$ cat config.mk
export PLATFORM = sky130hd
export DESIGN_NAME = pipe_motion_ctrl
export DESIGN_NICKNAME = d
export VERILOG_FILES = /design/src/rtl/pipe_ctrl_pkg.sv /design/src/rtl/sat_counter.sv /design/src/rtl/pipe_motion_ctrl.sv
export SDC_FILE = /design/constraint.sdc
export NUM_CORES = 1
export LEC_CHECK = 0
export CAP_MARGIN = 20
export CORE_MARGIN = 2
export CORE_UTILIZATION = 57
export CTS_BUF_LIST = sky130_fd_sc_hd__clkbuf_2
export CTS_CLUSTER_SIZE = 20
export DETAILED_ROUTE_END_ITERATION = 8
export PLACE_DENSITY = 0.84
export SYNTH_ARGS = -nofsm -noshare
export SYNTH_HDL_FRONTEND = slang
export SYNTH_HIERARCHICAL = 1
export SYNTH_SLANG_ARGS = --single-unit
$ cat constraint.sdc
create_clock -name CLK -period 4.35 [get_ports CLK]
set_input_delay 0.6525 -clock CLK [delete_from_list [all_inputs] [get_ports CLK]]
set_output_delay 0.6525 -clock CLK [all_outputs]
set_load 0.02 [all_outputs]
$ cat src/rtl/pipe_ctrl_pkg.sv
// Shared types and latch indices for the pipeline motion controller.
package pipe_ctrl_pkg;

  typedef enum logic [1:0] {RUN, DRAIN, HALTED} pipe_state_t;

  typedef enum logic [1:0] {NONE, MEMWAIT, LOADUSE, IMISS} stall_cause_t;

  localparam int unsigned L_IFID  = 0;
  localparam int unsigned L_IDEX  = 1;
  localparam int unsigned L_EXMEM = 2;
  localparam int unsigned L_MEMWB = 3;

endpackage

$ cat src/rtl/sat_counter.sv
// Saturating up-counter with synchronous clear; holds at all-ones.
module sat_counter #(
  parameter int unsigned CNT_W = 16
) (
  input  logic             CLK,
  input  logic             nRST,
  input  logic             inc,
  input  logic             clr,
  output logic [CNT_W-1:0] q
);

  logic [CNT_W-1:0] cnt_q;

  always_ff @(posedge CLK or negedge nRST) begin
    if (!nRST) begin
      cnt_q <= '0;
    end else if (clr) begin
      cnt_q <= '0;
    end else if (inc && (cnt_q != '1)) begin
      cnt_q <= cnt_q + CNT_W'(1);
    end
  end

  assign q = cnt_q;

endmodule

$ cat src/rtl/pipe_motion_ctrl.sv
// Central pipeline motion controller: per-latch enable/flush, valid tracking,
// stall arbitration, redirect squash and halt drain.
module pipe_motion_ctrl
  import pipe_ctrl_pkg::*;
#(
  parameter int unsigned NSTAGE    = 4,
  parameter int unsigned MEM_LATCH = 2,
  parameter int unsigned CNT_W     = 16
) (
  input  logic              CLK,
  input  logic              nRST,
  input  logic              ihit,
  input  logic              dhit,
  input  logic              dmem_req,
  input  logic              load_use,
  input  logic              redirect,
  input  logic              halt_id,
  output logic              pc_en,
  output logic [NSTAGE-1:0] lat_en,
  output logic [NSTAGE-1:0] lat_flush,
  output logic [NSTAGE-1:0] lat_valid,
  output logic              halt,
  output logic [CNT_W-1:0]  stall_cnt,
  output logic [CNT_W-1:0]  flush_cnt
);

  localparam int unsigned BubbleLatch = MEM_LATCH + 1;

  pipe_state_t       state_q, state_d;
  stall_cause_t      cause;
  logic [NSTAGE-1:0] lat_valid_q, lat_valid_d;
  logic [NSTAGE-1:0] halt_vec_q, halt_vec_d;
  logic              halt_q, halt_d;
  logic              pc_en_prev_q;
  logic              pc_en_int;
  logic              redirect_ok;
  logic              stall_inc;

  // Stall cause arbitration and per-latch motion.
  always_comb begin
    cause = NONE;
    if (lat_valid_q[MEM_LATCH] && dmem_req && !dhit) begin
      cause = MEMWAIT;
    end else if (load_use && lat_valid_q[L_IFID]) begin
      cause = LOADUSE;
    end else if (!ihit) begin
      cause = IMISS;
    end

    lat_en      = '1;
    lat_flush   = '0;
    pc_en_int   = 1'b1;
    redirect_ok = 1'b0;
    state_d     = state_q;

    case (cause)
      MEMWAIT: begin
        pc_en_int = 1'b0;
        for (int i = 0; i <= int'(MEM_LATCH); i++) begin
          lat_en[i] = 1'b0;
        end
        lat_flush[BubbleLatch] = 1'b1;
      end
      LOADUSE: begin
        pc_en_int         = 1'b0;
        lat_en[L_IFID]    = 1'b0;
        lat_flush[L_IDEX] = 1'b1;
      end
      IMISS: begin
        pc_en_int         = 1'b0;
        lat_flush[L_IFID] = 1'b1;
      end
      default: ;
    endcase

    unique case (state_q)
      RUN: begin
        // Accepting HALT also squashes the fetch behind it; halt beats redirect.
        if (halt_id && lat_valid_q[L_IFID] && lat_en[L_IDEX] && !lat_flush[L_IDEX]) begin
          state_d           = DRAIN;
          pc_en_int         = 1'b0;
          lat_flush[L_IFID] = 1'b1;
        end else if (redirect && (cause != MEMWAIT) && (cause != LOADUSE)) begin
          redirect_ok       = 1'b1;
          pc_en_int         = 1'b1;
          lat_flush[L_IFID] = 1'b1;
        end
      end
      DRAIN: begin
        pc_en_int         = 1'b0;
        lat_flush[L_IFID] = 1'b1;
        if (halt_vec_q[NSTAGE-1] && lat_valid_q[NSTAGE-1]) begin
          state_d = HALTED;
        end
      end
      HALTED: begin
        pc_en_int = 1'b0;
        lat_en    = '0;
        lat_flush = '0;
      end
      default: state_d = RUN;
    endcase
  end

  // Valid and halt-marker chains; flush clears, a disabled latch holds.
  always_comb begin
    lat_valid_d = lat_valid_q;
    halt_vec_d  = halt_vec_q;
    if (lat_flush[L_IFID]) begin
      lat_valid_d[L_IFID] = 1'b0;
    end else if (lat_en[L_IFID]) begin
      lat_valid_d[L_IFID] = ihit && pc_en_prev_q && (state_q == RUN);
    end
    halt_vec_d[L_IFID] = 1'b0;
    for (int i = 1; i < int'(NSTAGE); i++) begin
      if (lat_flush[i]) begin
        lat_valid_d[i] = 1'b0;
        halt_vec_d[i]  = 1'b0;
      end else if (lat_en[i]) begin
        lat_valid_d[i] = lat_valid_q[i-1];
        halt_vec_d[i]  = (i == 1) ? (halt_id && lat_valid_q[L_IFID]) : halt_vec_q[i-1];
      end
    end
    halt_d = halt_q || (halt_vec_d[NSTAGE-1] && lat_valid_d[NSTAGE-1]);
  end

  always_ff @(posedge CLK or negedge nRST) begin
    if (!nRST) begin
      state_q      <= RUN;
      lat_valid_q  <= '0;
      halt_vec_q   <= '0;
      halt_q       <= 1'b0;
      pc_en_prev_q <= 1'b0;
    end else begin
      state_q      <= state_d;
      lat_valid_q  <= lat_valid_d;
      halt_vec_q   <= halt_vec_d;
      halt_q       <= halt_d;
      pc_en_prev_q <= pc_en;
    end
  end

  assign stall_inc = (state_q == RUN) && (cause != NONE);

  sat_counter #(
    .CNT_W (CNT_W)
  ) u_stall_cnt (
    .CLK  (CLK),
    .nRST (nRST),
    .inc  (stall_inc),
    .clr  (1'b0),
    .q    (stall_cnt)
  );

  sat_counter #(
    .CNT_W (CNT_W)
  ) u_flush_cnt (
    .CLK  (CLK),
    .nRST (nRST),
    .inc  (redirect_ok),
    .clr  (1'b0),
    .q    (flush_cnt)
  );

  assign pc_en     = pc_en_int & nRST;
  assign lat_valid = lat_valid_q;
  assign halt      = halt_q;

endmodule

# Word-level counts from Yosys, hierarchy flattened
# Cells that the tools add are included.
# totals
reg_bits,43
in_bits,8
elab_cells,91
# classes
n_addsub,2
eq_ne,11
n_mux,37
bitwise_logic,2
n_reduce_logical,27
# ops
op,n
$add A16 B1 Y16 const B,2
$ne A16 B16 Y1 const B,2
$mux W1,26
$logic_and A1 B1 Y1,15
$mux W2,6
$reduce_bool A2 Y1,4
$eq A2 B2 Y1 const B,3
$ne A2 B2 Y1 const B,3
$pmux W2 S3,1
$eq A2 B1 Y1 const B,2
$mux W4,1
$reduce_or A2 Y1,2
$mux W3,1
$pmux W1 S3,1
$reduce_and A3 Y1,1
$reduce_or A3 Y1,1
$logic_not A1 Y1,2
$logic_not A2 Y1,1
$ne A2 B1 Y1 const B,1
$pmux W1 S2,1
$and A1 B1 Y1,1
$logic_or A1 B1 Y1,1
$not A1 Y1,1

# Depth between registers and ports, before layout
# Gate-level depths: netlist of the first run.
# depth
word_depth,11
mapped_depth,9
depth_no_buf,6

# Modules after synthesis
# The synthesis of the first run kept the hierarchy.
# modules_own_cells
mod,n_inst,cells_each,area_each_um2,seq_area_each_um2
sat_counter,2,98,942.2,400.4
pipe_motion_ctrl,1,69,603.1,275.3

# Worst setup path before layout of the first run
# Ideal clock, no wire load.
# synth_path
path_kind,in2reg
from,in dhit
to,reg u_stall_cnt.cnt_q[3] (netlist: u_stall_cnt/q[3])
setup_ps,77
arrival_time_ps,2441
path_slack_ps,1831
stages,6
n_path_buf,1
cell_sequence,nand3b_1 a311oi_1 inv_1 clkbuf_1 or4_2 a21oi_1
# synth_via
elab_chain_len,6
# synth_lines
element,line_no,source
"start, declared",pipe_motion_ctrl.sv:13,"input logic dhit,"
$logic_not A1 Y1,pipe_motion_ctrl.sv:42,if (lat_valid_q[MEM_LATCH] && dmem_req && !dhit) begin
$logic_and A1 B1 Y1,pipe_motion_ctrl.sv:42,
$mux W2,pipe_motion_ctrl.sv:42,
$reduce_bool A2 Y1,pipe_motion_ctrl.sv:143,assign stall_inc = (state_q == RUN) && (cause != NONE);
$logic_and A1 B1 Y1,pipe_motion_ctrl.sv:143,
via stall_inc,pipe_motion_ctrl.sv:37,logic stall_inc;
$logic_and A1 B1 Y1,sat_counter.sv:19,end else if (inc && (cnt_q != '1)) begin
"end signal, assigned",sat_counter.sv:20,cnt_q <= cnt_q + CNT_W'(1);
"end, declared",sat_counter.sv:12,logic [CNT_W-1:0] cnt_q;
# The timed path passes the listed nets, and every way through them passes these cells.
# A chain may end at the register's enable or synchronous reset.

# Worst setup path after layout of the first run
# layout_path
from,reg state_q[1]
to,out lat_en[2]
# layout_via
elab_chain_len,2
# layout_lines
element,line_no,source
"start, declared",pipe_motion_ctrl.sv:29,"pipe_state_t state_q, state_d;"
"start signal, assigned",pipe_motion_ctrl.sv:135,state_q <= state_d;
$eq A2 B2 Y1,pipe_motion_ctrl.sv:76,unique case (state_q)
$mux W4,pipe_motion_ctrl.sv:76,
"end, declared",pipe_motion_ctrl.sv:19,"output logic [NSTAGE-1:0] lat_en,"
# No other way between the ends.

==> metrics.cfg, run 1 <==
[outcome]
outcome = complete, no violations

[timing]
slew_viol_final = 0
fmax_mhz = 321
max-slew-margin-rel_pct = 38.6
hold-worst-slack_ps = 305
fin_crit_sh_pct = 71.6
rsz0062_at_grt = false
period_minus_slack_ps = 3110
hold_viol_final = 0
finClkSkew_ps = 24.1
tightest_slew_ps = 914
setup_tns_ps = 0
setup_viol = 0

[routing]
dr.pass1.iters = 5
wl_per_cell_um = 15.6
drc = 0
wl_um = 5700
ant_nets = 0
num_vias = 2267
vias_per_cell = 6.21
dr.first_iter.drc_count = 220

[floorplan]
ios = 54
rows = 24
initial_core_util_pct = 58.3
core_area_um2 = 4260
chipHeight_um = 70.1
die_w_um = 70.1
dieArea_um2 = 4910

[finish]
areaGrowthSynthToFinish_pct = 24.0
final_nets = 322
diodes = 0
drive_gt1_share_pct = 10.5
final_cells = 365

[clock_network]
postCtsHoldBufs = 0
numCtsBuffers = 5
cts.clk_slew.worst_paths_ps = 230
cts_setup_buffers = 0
cts-root-buf = clkbuf_2
cts_buffer_depth = 2
cts_resized = 0
clock_latency_ps = 420
cts.sinks = 43
cts_tree = yes
htreeDepth = 2

[critical_path]
path_cells = nor2b_1 -> inv_2 -> nand2_2 -> inv_1 -> clkdlybuf4s50_1
cp-start-kind = flip-flop
crit_family = buffers and inverters
critPathKind = reg2out
r2r-start = lat_valid[2]
crit_path_top_delay_cell = nor2b_1
worst_setup_path_end_kind = output port
reg2reg_to = u_stall_cnt/q[3]
cp.arrival_ps = 2460
crit_required_ps = 3700
cp_max_fo = 9
reg2reg_depth = 5
r2r_slack_ps = 1770
crit_buf_inv = 3
cp_slowest_stage_delay_ps = 590

[grt]
antenna_found_initial = 0
grt_usage_pct = 24.0
grt_overflow = 0
grt_pass1_wl_um = 9740
grt_pass1_vias = 2095
grt_max_degree = 44

[yosys]
synth-main-ff-cell = dfrtp_1
synth_top_area_cell = dfrtp_1
synthTopCellsByArea = dfrtp_1 (43%), a21oi_1 (4.6%), o31ai_1 (4.5%)
synthCells = 265
ys_ff_latch = 43
synth-edff-count = 0
netlist.area_leader.share_pct = 43.3
syn_area_per_cell_um2 = 9.39
syn-cell-area_um2 = 2490
ys_types = 43
synthArstFlopShare_pct = 100
yosys_warnings = 6
ys_seq_area_share_pct = 43.3

[power_and_ir_drop]
powerDensity_nw_per_um2 = 232
p_leak_nw = 1.24
max-vdd-ir-drop_mv = 0.234

[placement]
portBuffers = 52
place_congestion = 0.820
dp_hpwl_um = 3880
place_inst = 357

[worst_hold_path]
hp-class = in2async

[run]
maxCapViolCount = 0

## cell usage in the layout (no fill, tap or decap), types with 10 or more instances in the layout
cell type	synthesis	routed
clkdlybuf4s50_1	0	51
dfrtp_1	43	43
a21oi_1	23	23
nand2_1	21	21
o31ai_1	15	15
nor2_1	12	12
nand4_1	12	12
nand3_1	11	11
or4_1	11	11
o21ai_0	10	10
## Yosys cell counts, types with 3 or more instances
| library cell | instances |
|---|---|
| o31ai_1 | 15 |
| and3_1 | 4 |
| or4_2 | 4 |
| or3_1 | 5 |
| inv_1 | 9 |
| nand3_1 | 11 |
| buf_4 | 3 |
| nor2_1 | 12 |
| o21ai_0 | 10 |
| or4_1 | 11 |
| nand4_1 | 12 |
| clkbuf_1 | 8 |
| mux2_1 | 8 |
| nor2b_1 | 9 |
| and4_2 | 4 |
| dfrtp_1 | 43 |
| a21oi_1 | 23 |
| nor4_1 | 8 |
| nand2_1 | 21 |
| nand3b_1 | 5 |
| o21ai_1 | 6 |
## kinds of logic (layout without fill, tap and decap cells)
kind of cell	count (synthesis)	in the layout	synth area share, %
AOI/OAI and AO/OA	65	65	16.5
adders and majority gates	2	2	1.01
buffers and inverters	27	71	5.33
DFF	43	43	43.3
muxes	10	10	4.53
other	1	5	0.151
and+or+nand+nor	117	117	29.2
## flip-flops by register name, indices dropped and copies added, names as in the netlist
name	count
halt	1
u_stall_cnt/q	16
u_flush_cnt/q	16
lat_valid	4
state_q	2
halt_vec_q	3
pc_en_prev_q	1
## through the flow
step / area (um2) / util, % / setup slack (ps) / total power (W)
final: 3090 / 72.4 / 1240 / 0.000715
after global routing: 3090 / 72.4 / 1060 / 0.000741
after CTS: 3090 / 72.4 / 1250 / 0.000720
after detailed placement: 3000 / 70.2 / 1070 / 0.000431
after global placement: 3000 / 70.2 / 1170 / 0.000431
after floorplan: 2500 / - / 1830 / 0.000417
## routing by layer
| metal | wire (um) | vias up | global-route usage [%] |
|---|---|---|---|
| met3 | 309 | 8 | 4.47 |
| met4 | 56 | 0 | 7.69 |
| li1 | - | 1096 | - |
| met2 | 2790 | 71 | 38.7 |
| met5 | 0 | - | 0 |
| met1 | 2540 | 1092 | 33.0 |
## worst max path at each step
stage,start,endpoint,slack (ps),cells after the start
after CTS,state_q[1],lat_en[2],1250,5
after floorplan,dhit,u_stall_cnt/q[3],1830,6
after global placement,dhit,u_stall_cnt/q[3],1170,6
final,state_q[1],lat_en[2],1240,5
after detailed placement,dhit,u_stall_cnt/q[3],1070,6
after global routing,state_q[1],lat_en[2],1060,5
## final cells by class
type                       count  area, um2
multi-input combinational    199       1290
inverter                      10       37.5
clock inverter                 2       60.1
fill                         332       1180
timing repair buffer          53        523
tap                           52       65.1
clock buffer                   6       30.0
sequential                    43       1080
## power breakdown
part           internal (W)            switching [W]  leakage, nW
sequential         0.000400  0.000000000000000000272        0.591
combinational    0.00000785                0.0000174        0.594
clock              0.000157                 0.000132       0.0532
total              0.000566                 0.000150         1.24
Note: power is estimated with default switching activity, not from simulation.
==> run 2: changes to the inputs <==
--- a/config.mk
+++ b/config.mk
@@ -7,11 +7,11 @@
 export LEC_CHECK = 0
 export CAP_MARGIN = 20
 export CORE_MARGIN = 2
-export CORE_UTILIZATION = 57
+export CORE_UTILIZATION = 53
 export CTS_BUF_LIST = sky130_fd_sc_hd__clkbuf_2
 export CTS_CLUSTER_SIZE = 20
 export DETAILED_ROUTE_END_ITERATION = 8
-export PLACE_DENSITY = 0.84
+export PLACE_DENSITY = 0.79
 export SYNTH_ARGS = -nofsm -noshare
 export SYNTH_HDL_FRONTEND = slang
 export SYNTH_HIERARCHICAL = 1
==> constraint.sdc (replaced) <==
create_clock -name CLK -period 2.9 [get_ports CLK]
set_input_delay 0.435 -clock CLK [delete_from_list [all_inputs] [get_ports CLK]]
set_output_delay 0.435 -clock CLK [all_outputs]
set_load 0.02 [all_outputs]
==> run 2 against run 1 <==
Combinational power increased by 53%; sequential power increased by 50%; die area increased by 7.1%; non-clock buffer count increased by 6; critical endpoint is now lat_flush[0]; largest power group unchanged.
==> metrics.cfg, run 2 (synthesis results as in run 1) <==
[power_and_ir_drop]
max-vdd-ir-drop_mv = 0.202
powerDensity_nw_per_um2 = 316
p_leak_nw = 1.26

[clock_network]
cts.sinks = 43
cts_buffer_depth = 2
cts.clk_slew.worst_paths_ps = 210
cts_resized = 0
cts_tree = yes
cts_setup_buffers = 0
postCtsHoldBufs = 0
numCtsBuffers = 5
htreeDepth = 2
clock_latency_ps = 410
cts-root-buf = clkbuf_2

[placement]
dp_hpwl_um = 3990
portBuffers = 52
place_congestion = 0.881
pre_cts_slack_ps = -4.99
placed_cell_area_um2 = 3040

[timing]
fmax_mhz = 374
rsz0062_at_grt = false
hold_viol_final = 0
setup_tns_ps = 0
tightest_slew_ps = 608
fin_ws_ps = 229
period_minus_slack_ps = 2670
slew_viol_final = 0
max-slew-margin-rel_pct = 59.4
setup_viol = 0
finClkSkew_ps = 4.16
fin_crit_sh_pct = 92.1

[floorplan]
initial_core_util_pct = 56.0
dieArea_um2 = 5260
chipHeight_um = 72.5
rows = 24
core_area_um2 = 4440
ios = 54
die_w_um = 72.5

[critical_path]
crit_required_ps = 2470
critPathKind = reg2out
cp-start-kind = flip-flop
worst_setup_path_end_kind = output port
path_cells = nor2b_1 -> buf_4 -> inv_2 -> nand3_1 -> o22ai_1 -> clkdlybuf4s50_1
cp_slowest_stage_delay_ps = 630
reg2reg_depth = 5
crit_path_top_delay_cell = clkdlybuf4s50_1
cp_max_fo = 9
cp.arrival_ps = 2240

[finish]
layout_common_cells = clkdlybuf4s50_1 (51), dfrtp_1 (43), a21oi_1 (23), nand2_1 (21), o31ai_1 (15)
num-fill-cells = 363
layout_commonest_cell = clkdlybuf4s50_1
final_util_pct = 69.8
final_nets = 328
design_area_um2 = 3100
drive_gt1_share_pct = 11.9
diodes = 0
areaGrowthSynthToFinish_pct = 24.8

[grt]
grt_pass1_wl_um = 9690
grt_pass1_vias = 2163
grt_usage_pct = 23.2
antenna_found_initial = 0
grt_overflow = 0
grt_max_degree = 44

[routing]
wl_per_cell_um = 15.5
drc = 0
ant_nets = 0
dr.first_iter.drc_count = 147
num_vias = 2278
vias_per_cell = 6.14
wl_um = 5750
dr.pass1.iters = 4

[worst_hold_path]
hp-class = in2async

[run]
maxCapViolCount = 0

[outcome]
outcome = complete, no violations

-- run 2: cell count changes in the layout (fill, tap and decap cells not counted) --
cell and change:
buf_4 +6, bufinv_16 -1, clkbuf_2 -1, clkinv_1 +1
clkinv_2 +1
-- run 2: critical path: cells and delay by family, from the launching register on --
family	cells	cell delay [ps]
compound gates	1	140
buf+inv	3	900
flops	1	520
simple gates	2	270
-- run 2: layer usage --
| layer | global-route usage [%] | part of all wire, % | up-vias |
|---|---|---|---|
| met1 | 30.9 | 45 | 1107 |
| li1 | - | - | 1107 |
| met4 | 9.88 | 1.5 | 0 |
| met5 | 0 | 0 | - |
| met3 | 3.33 | 3.9 | 8 |
| met2 | 37.9 | 50 | 56 |
-- run 2: report_power, final --
| group | switching, W | total (W) | internal [W] |
|---|---|---|---|
| sequential | 0.000000000000000000410 | 0.000601 | 0.000601 |
| combinational | 0.0000269 | 0.0000386 | 0.0000117 |
| clock | 0.000200 | 0.000342 | 0.000142 |
-- run 2: path summary, 6_finish.rpt --
path,start,endpoint,slack [ps]
worst max-delay path,state_q[1],lat_flush[0],230
max in group asynchronous,nRST,lat_valid[0],2410
worst min register to register,halt,halt,500
worst max register to register,lat_valid[2],u_stall_cnt/q[3],500
worst min-delay path,nRST,u_stall_cnt/q[6],130
min in group CLK,nRST,pc_en_prev_q,340
-- run 2: layout make-up --
class | count | area (um2) | share of cell area [%]
repair buffers | 59 | 568 | 18.3
flip-flops and latches | 43 | 1080 | 34.7
clock buffers | 5 | 25.0 | 0.806
inverters | 10 | 37.5 | 1.21
well taps | 52 | 65.1 | 2.10
clock inverters | 3 | 38.8 | 1.25
multi-input cells | 199 | 1290 | 41.7
-- run 2: metrics by stage --
stage / cells / hold slack [ps] / total power (W)
6_report: 371 / 133 / 0.000981
5_1_grt: 371 / 147 / 0.00102
4_1_cts: 371 / 128 / 0.000986
3_5_place_dp: 363 / 467 / 0.000647
3_3_place_gp: 363 / 467 / 0.000647
2_1_floorplan: 269 / 139 / 0.000625
==> run 3: changes to the inputs <==
--- a/config.mk
+++ b/config.mk
@@ -16,3 +16,4 @@
 export SYNTH_HDL_FRONTEND = slang
 export SYNTH_HIERARCHICAL = 1
 export SYNTH_SLANG_ARGS = --single-unit
+export TNS_END_PERCENT = 10
==> results of run 3 <==
No change in the layout: final DEF, timing and power equal those of run 2.
